### config.mk
export PLATFORM = sky130hd
export DESIGN_NAME = bcd_serial_addsub
export DESIGN_NICKNAME = d
export VERILOG_FILES = /design/src/rtl/bcd_serial_addsub.sv
export SDC_FILE = /design/constraint.sdc
export NUM_CORES = 1
export LEC_CHECK = 0
export CORE_MARGIN = 1.5
export CORE_UTILIZATION = 51
export DETAILED_ROUTE_END_ITERATION = 8
export PLACE_DENSITY = 0.79
export REMOVE_ABC_BUFFERS = 1
export SYNTH_ARGS = -nofsm -noshare
export SYNTH_HDL_FRONTEND = slang
export SYNTH_SLANG_ARGS = --single-unit
### constraint.sdc
create_clock -name clk -period 4.3 [get_ports clk]
set_clock_uncertainty 0.2 [all_clocks]
set_input_delay 0.86 -clock clk [delete_from_list [all_inputs] [get_ports clk]]
set_output_delay 0.86 -clock clk [all_outputs]
set_load 0.01 [all_outputs]
### src/rtl/bcd_serial_addsub.sv
// bcd_serial_addsub: multi-digit packed-BCD adder/subtractor.
// A single shared digit adder walks the operands one digit per clock,
// least-significant digit first. Carry/borrow in and out allow chaining.
// Subtraction is done as a + (9's complement of b) + (~borrow), so a
// borrow-out leaves the ten's-complement result in sum.

module bcd_serial_addsub #(
  parameter int DIGITS = 4
) (
  input  logic                  clk,
  input  logic                  rst,
  input  logic                  start,
  input  logic                  sub,
  input  logic                  cin,
  input  logic [4*DIGITS-1:0]   a,
  input  logic [4*DIGITS-1:0]   b,
  output logic                  busy,
  output logic                  done,
  output logic [4*DIGITS-1:0]   sum,
  output logic                  cout,
  output logic                  invalid
);

  localparam int IDX_W = (DIGITS > 1) ? $clog2(DIGITS) : 1;
  localparam logic [IDX_W-1:0] LAST_IDX = IDX_W'(DIGITS - 1);

  typedef enum logic [1:0] {
    IDLE,
    RUN,
    DONE
  } state_t;

  state_t              state;
  logic [4*DIGITS-1:0] a_reg;
  logic [4*DIGITS-1:0] b_reg;
  logic                sub_reg;
  logic                carry;
  logic [IDX_W-1:0]    idx;

  logic [3:0]          a_dig;
  logic [3:0]          b_dig;
  logic [3:0]          b_eff;
  logic [4:0]          dsum;
  logic [3:0]          digit;
  logic                carry_next;
  logic                bad_digit;

  // Shared digit adder: picks digit idx of the latched operands, applies the
  // 9's complement to b when subtracting, and applies decimal correction.
  always_comb begin
    a_dig      = a_reg[{idx, 2'b00} +: 4];
    b_dig      = b_reg[{idx, 2'b00} +: 4];
    b_eff      = sub_reg ? (4'd9 - b_dig) : b_dig;
    dsum       = {1'b0, a_dig} + {1'b0, b_eff} + {4'b0000, carry};
    digit      = dsum[3:0];
    carry_next = 1'b0;
    if (dsum > 5'd9) begin
      digit      = dsum[3:0] + 4'd6;
      carry_next = 1'b1;
    end
  end

  // Any digit above 9 in either latched operand marks the result invalid.
  always_comb begin
    bad_digit = 1'b0;
    for (int k = 0; k < DIGITS; k++) begin
      if ((a_reg[4*k +: 4] > 4'd9) || (b_reg[4*k +: 4] > 4'd9)) begin
        bad_digit = 1'b1;
      end
    end
  end

  // Control FSM plus datapath registers; all outputs are registered here.
  always_ff @(posedge clk or posedge rst) begin
    if (rst) begin
      state   <= IDLE;
      a_reg   <= '0;
      b_reg   <= '0;
      sub_reg <= 1'b0;
      carry   <= 1'b0;
      idx     <= '0;
      busy    <= 1'b0;
      done    <= 1'b0;
      sum     <= '0;
      cout    <= 1'b0;
      invalid <= 1'b0;
    end else begin
      case (state)
        IDLE, DONE: begin
          done <= 1'b0;
          if (start) begin
            a_reg   <= a;
            b_reg   <= b;
            sub_reg <= sub;
            carry   <= sub ? ~cin : cin;
            idx     <= '0;
            sum     <= '0;
            busy    <= 1'b1;
            state   <= RUN;
          end else if (state == DONE) begin
            state <= IDLE;
          end
        end
        RUN: begin
          sum[{idx, 2'b00} +: 4] <= digit;
          carry                  <= carry_next;
          if (idx == LAST_IDX) begin
            busy    <= 1'b0;
            done    <= 1'b1;
            cout    <= sub_reg ? ~carry_next : carry_next;
            invalid <= bad_digit;
            state   <= DONE;
          end else begin
            idx <= idx + 1'b1;
          end
        end
        default: begin
          busy  <= 1'b0;
          done  <= 1'b0;
          state <= IDLE;
        end
      endcase
    end
  end

endmodule

==> qor.yml, run 1 <==
worstPathRequired_ns: 4.30
drv_slew: 0
cts_root_buf: "clkbuf_8"
slew_headroom_pct: 44.3
multi_input_area_sq_um: 1370
syn_area_sq_um: 2890
drc_errors: 0
criticalPathCategory: "reg -> reg"
synth_top_area_share_pct: 50.2
num_rows: 27
final_util_pct: 68.7
first_pass_iters: 4
finalSetupTns_ns: 0
clkSinkCount: 58
ys_ff_latch: 58
startpoint_type: "flip-flop"
cp_max_fo: 11
yosys_warnings: 0
hold_path.class: "reg -> reg"
wire_per_inst_um: 15.5
nFillCells: 419
yosysTopAreaCell: "dfrtp_1"
end_kind: "flip-flop"
grt_max_degree: 40
seq_area_frac_synth_pct: 50.2
synthArstFlopShare_pct: 100
port_buffers: 56
register_area_sq_um: 1450
worstSkewPairLatency_ns: 0.32
dp_hpwl_um: 4420
rsz0062_at_grt: "no"
status: "completed"
setup_violations: 0
die_h_um: 78.3
grt_usage_pct: 20.7
worst_slew_pin_slew_ns: 0.834
synth_edf_count: 0
drv_cap: 0
gp_congestion: 0.922
syn_area_per_cell_sq_um: 11.9
viasPerCell: 5.58
cts_resized: 0
antenna_cells: 0
cts_buffers: 9
grt_use_met3_pct: 4.65
grt-ovfl-total: 0
ioPinCount: 57
finalHoldViolCount: 0
areaGrowthSynthToFinish_pct: 30.0
synthFlopType: "dfrtp_1"
htree_levels: 3
synth_cell_type_count: 41
arrival_ns: 3.84
ant_nets: 0
die_x_um: 78.3
gr-usage-met1_pct: 24.9
initial_core_util_pct: 52.8
clk_pin_slew_ns: 0.06
synthCells: 243
nets: 352
max_freq_mhz: 260
dieArea_sq_um: 6130
antenna_found_initial: 0
cts_tree: "built"
drtIter0Drc: 144
cts.path.max_buffers: 2
wl_um: 5890
cts_hold_buf: 0
grt_use_met2_pct: 36.0
cts_setup_buffers: 0
drive_above_1_share_pct: 21.5
num_vias: 2115
fin_crit_sh_pct: 89.4
period_minus_slack_ns: 3.85
core_sq_um: 5470
synthTopCellsByArea: "dfrtp_1 50%, mux2_2 13%, mux4_2 6.2%"
grt_pass1_vias: 2113
busiest_layer: "met2"
grt_pass1_wl_um: 9770
==> path summary, 6_finish.rpt <==
check	from	end	slack, ns	depth (start not counted)
setup / recovery	idx[1]$_DFFE_PP0P_	cout$_DFFE_PP0P_	0.45	12
hold / removal	sum[11]$_DFFE_PP0P_	sum[11]$_DFFE_PP0P_	0.28	2
setup reg to reg	idx[1]$_DFFE_PP0P_	cout$_DFFE_PP0P_	0.45	12
hold reg to reg	sum[11]$_DFFE_PP0P_	sum[11]$_DFFE_PP0P_	0.28	2
max in group asynchronous	rst	sum[11]$_DFFE_PP0P_	2.31	3
min in group asynchronous	rst	a_reg[2]$_DFFE_PP0P_	0.81	2
==> Yosys cell counts (2+ instances only) <==
cell type,number
a21boi_0,2
a21o_1,4
a21o_2,2
a21oi_1,6
buf_1,2
buf_2,4
clkbuf_1,3
dfrtp_1,58
fa_1,2
ha_1,9
inv_1,10
mux2_2,33
mux2i_1,2
mux4_2,8
nand2_1,24
nand3_1,4
nand4_1,4
nor2_1,8
nor2b_1,2
nor3_1,2
nor3b_1,3
o21ai_0,28
o31ai_1,2
xnor2_1,4
==> worst max-delay path: stages (launching register included) <==
cell and delay [ns]:
dfrtp_1 0.67, mux4_2 0.58, inv_1 0.09, fa_1 0.20, inv_1 0.06, fa_1 0.39
xnor2_1 0.37, ha_1 0.34, nand2_1 0.10, a21boi_0 0.14, nand3_1 0.14, nor3b_1 0.32
o31ai_1 0.12
==> metal layers <==
layer  share of wire, %  vias to the layer above
met5                  0                        -
met1                 41                     1045
met4                2.1                        0
li1                   -                      999
met2                 52                       58
met3                4.3                       13
==> through the flow <==
step                std cells  cell area (sq um)  hold WS, ns  setup slack, ns
floorplan                 234               2850        0.275            0.717
global placement          365               3530        0.264            0.663
detailed placement        365               3530        0.270            0.484
CTS                       379               3760        0.284            0.475
global route              379               3760        0.313            0.234
finish                    379               3760        0.276            0.454
==> area by class of cell <==
cell class	count	area share, %
Clock buffer	12	4.40
Timing Repair Buffer	59	15.5
Clock inverter	2	1.60
Tap cell	72	2.40
Multi-Input combinational cell	166	36.5
Sequential cell	58	38.6
Inverter	10	0.999
==> cell families after synthesis <==
group,Yosys count,share of synthesized area (%)
XOR/XNOR,5,1.52
adder cells (fa/ha/maj),11,5.28
flip-flops,58,50.2
multiplexers,43,19.8
AO/OA/AOI/OAI,51,10.7
AND/OR/NAND/NOR,56,9.87
buffers and inverters,19,2.64
==> cell usage in the layout (no fill, tap or decap), types with 3 or more instances in the layout <==
master / count
nor2_1: 8
buf_4: 3
clkdlybuf4s50_1: 56
dfrtp_1: 58
a21oi_1: 6
inv_1: 9
a21o_1: 4
nand2_1: 24
clkbuf_8: 12
ha_1: 9
nor3b_1: 3
xnor2_1: 4
o21ai_0: 28
mux4_2: 8
mux2_2: 33
nand4_1: 4
nand3_1: 4
Power of run 1 is left out: the tool's default activity adds up to more than one toggle a clock period on the data nets, which glitch-free logic cannot reach.
==> run 2: changes to the inputs <==
Settings changed: CORE_ASPECT_RATIO set to 2.
==> qor.yml, run 2 (synthesized netlist as in run 1, its figures left out) <==
status: "completed"
worstPathRequired_ns: 4.37  # +0.07 ns
crit_family: "adder cells"
nets: 352  # unchanged
drive_above_1_share_pct: 22.0  # +0.51 points
die_h_um: 109  # +40%
rsz0062_at_grt: "no"
clkSinkCount: 58  # unchanged
criticalPathCategory: "reg -> reg"
viasPerCell: 5.87  # +5.2%
antenna_cells: 0  # unchanged
cts.path.max_buffers: 2  # unchanged
multi_input_area_sq_um: 1370  # unchanged
r2r-end: "sum[2]$_DFFE_PP0P_"
cts_setup_buffers: 0  # unchanged
drv_cap: 0  # unchanged
hold_path.class: "reg -> reg"
r2r-start: "idx[1]$_DFFE_PP0P_"
busiest_layer: "met2"
arrival_ns: 3.96  # +0.12 ns
layout.cells.non_filler: 369  # -2.6%
num_rows: 38  # +41%
register_area_sq_um: 1450  # unchanged
dp.cells: 353  # -3.3%
first_pass_iters: 4  # unchanged
finalHoldViolCount: 0  # unchanged
initial_core_util_pct: 53.3  # +0.51 points
final_common_cell: "dfrtp_1"
grt_use_met2_pct: 41.0  # +5.0 points
num_vias: 2167  # +2.5%
cts_buffers: 9  # unchanged
r2r_slack_ns: 0.41  # -0.05 ns
crit_start: "idx[1]$_DFFE_PP0P_"
dp_hpwl_um: 4890  # +11%
fin_crit_sh_pct: 90.5  # +1.1 points
htree_levels: 3  # unchanged
gr-usage-met1_pct: 21.0  # -3.9 points
max_freq_mhz: 257  # -1.2%
wire_per_inst_um: 17.2  # +11%
cts_resized: 0  # unchanged
areaGrowthSynthToFinish_pct: 30.4
r2r_cells: 12  # unchanged
finalSetupTns_ns: 0  # unchanged
wl_um: 6350  # +7.7%
grt-ovfl-total: 0  # unchanged
die_x_um: 56.2  # -28%
drtIter0Drc: 47  # -67%
port_buffers: 56  # unchanged
cts_hold_buf: 0  # unchanged
nFillCells: 433  # +3.3%
end_kind: "flip-flop"
core_sq_um: 5420  # -0.96%
startpoint_type: "flip-flop"
cts_root_buf: "clkbuf_8"
layout_common_cells: "58 x dfrtp_1, 56 x clkdlybuf4s50_1, 33 x mux2_2"
crit_end: "sum[2]$_DFFE_PP0P_"
cp_cell_sequence: "mux4_2 -> inv_1 -> fa_1 -> inv_1 -> fa_1 -> xnor2_1 -> ha_1 -> nand2_1 -> and4_1 -> nor4_1 -> a211oi_2 -> o21ai_0"
cp_max_fo: 11  # unchanged
cp_slowest_cell: "dfrtp_1"
period_minus_slack_ns: 3.89  # +0.0458 ns
drc_errors: 0  # unchanged
cp_num_cells: 12  # unchanged
ioPinCount: 57  # unchanged
ant_nets: 0  # unchanged
clk_pin_slew_ns: 0.07  # about the same
worstSkewPairLatency_ns: 0.36  # +0.04 ns
grt_max_degree: 34  # -15%
gp_congestion: 0.929  # +0.76%
dieArea_sq_um: 6150  # +0.44%
drv_slew: 0  # unchanged
cts_tree: "built"
worst_slew_pin_slew_ns: 0.863  # +0.0289 ns
grt_use_met3_pct: 6.94  # +2.3 points
slowest_delay_ns: 0.66  # about the same
path_buf_inv: 2  # unchanged
setup_violations: 0  # unchanged
grt_pass1_vias: 2271  # +7.5%
grt_usage_pct: 22.9  # +2.2 points
grt_pass1_wl_um: 10400  # +6.8%
antenna_found_initial: 0  # unchanged
slew_headroom_pct: 42.4  # -1.9 points
run 2: worst min path at each step:
stage	start	endpoint	slack [ns]	cells after the start
global route	busy$_DFFE_PP0P_	busy$_DFFE_PP0P_	0.29	1
detailed placement	sum[5]$_DFFE_PP0P_	sum[5]$_DFFE_PP0P_	0.27	2
global placement	sum[5]$_DFFE_PP0P_	sum[5]$_DFFE_PP0P_	0.26	2
finish	sum[14]$_DFFE_PP0P_	sum[14]$_DFFE_PP0P_	0.28	2
floorplan	a_reg[4]$_DFFE_PP0P_	a_reg[4]$_DFFE_PP0P_	0.28	1
CTS	busy$_DFFE_PP0P_	busy$_DFFE_PP0P_	0.28	1
run 2: worst min-delay path: cells and delay by family, from the launching register on:
family / cells / cell delay [ns]
flip-flops: 1 / 0.34
AND/OR/NAND/NOR: 1 / 0.04
AO/OA/AOI/OAI: 1 / 0.06
run 2: area by class of cell:
class,count,area share [%]
multi-input combinational,166,36.4
sequential,58,38.5
clock buffer,11,4.02
tap,60,1.99
timing repair buffer,59,15.5
inverter,10,0.996
clock inverter,5,2.66
run 2: per-layer routing:
layer / vias up / part of all wire (%)
met5: - / 0
met3: 27 / 3.5
li1: 998 / -
met1: 1076 / 34
met4: 0 / 6.2
met2: 66 / 56
run 2: stage by stage:
stage	worst slack (ns)	instance area, sq um	hold WS [ns]	util, %
3_3_place_gp	0.546	3520	0.262	64.9
2_1_floorplan	0.717	2850	0.275	-
4_1_cts	0.416	3770	0.283	69.5
5_1_grt	0.0615	3770	0.291	69.5
3_5_place_dp	0.420	3520	0.269	64.9
6_report	0.408	3770	0.278	69.5
Power of run 2 is left out for the same reason.
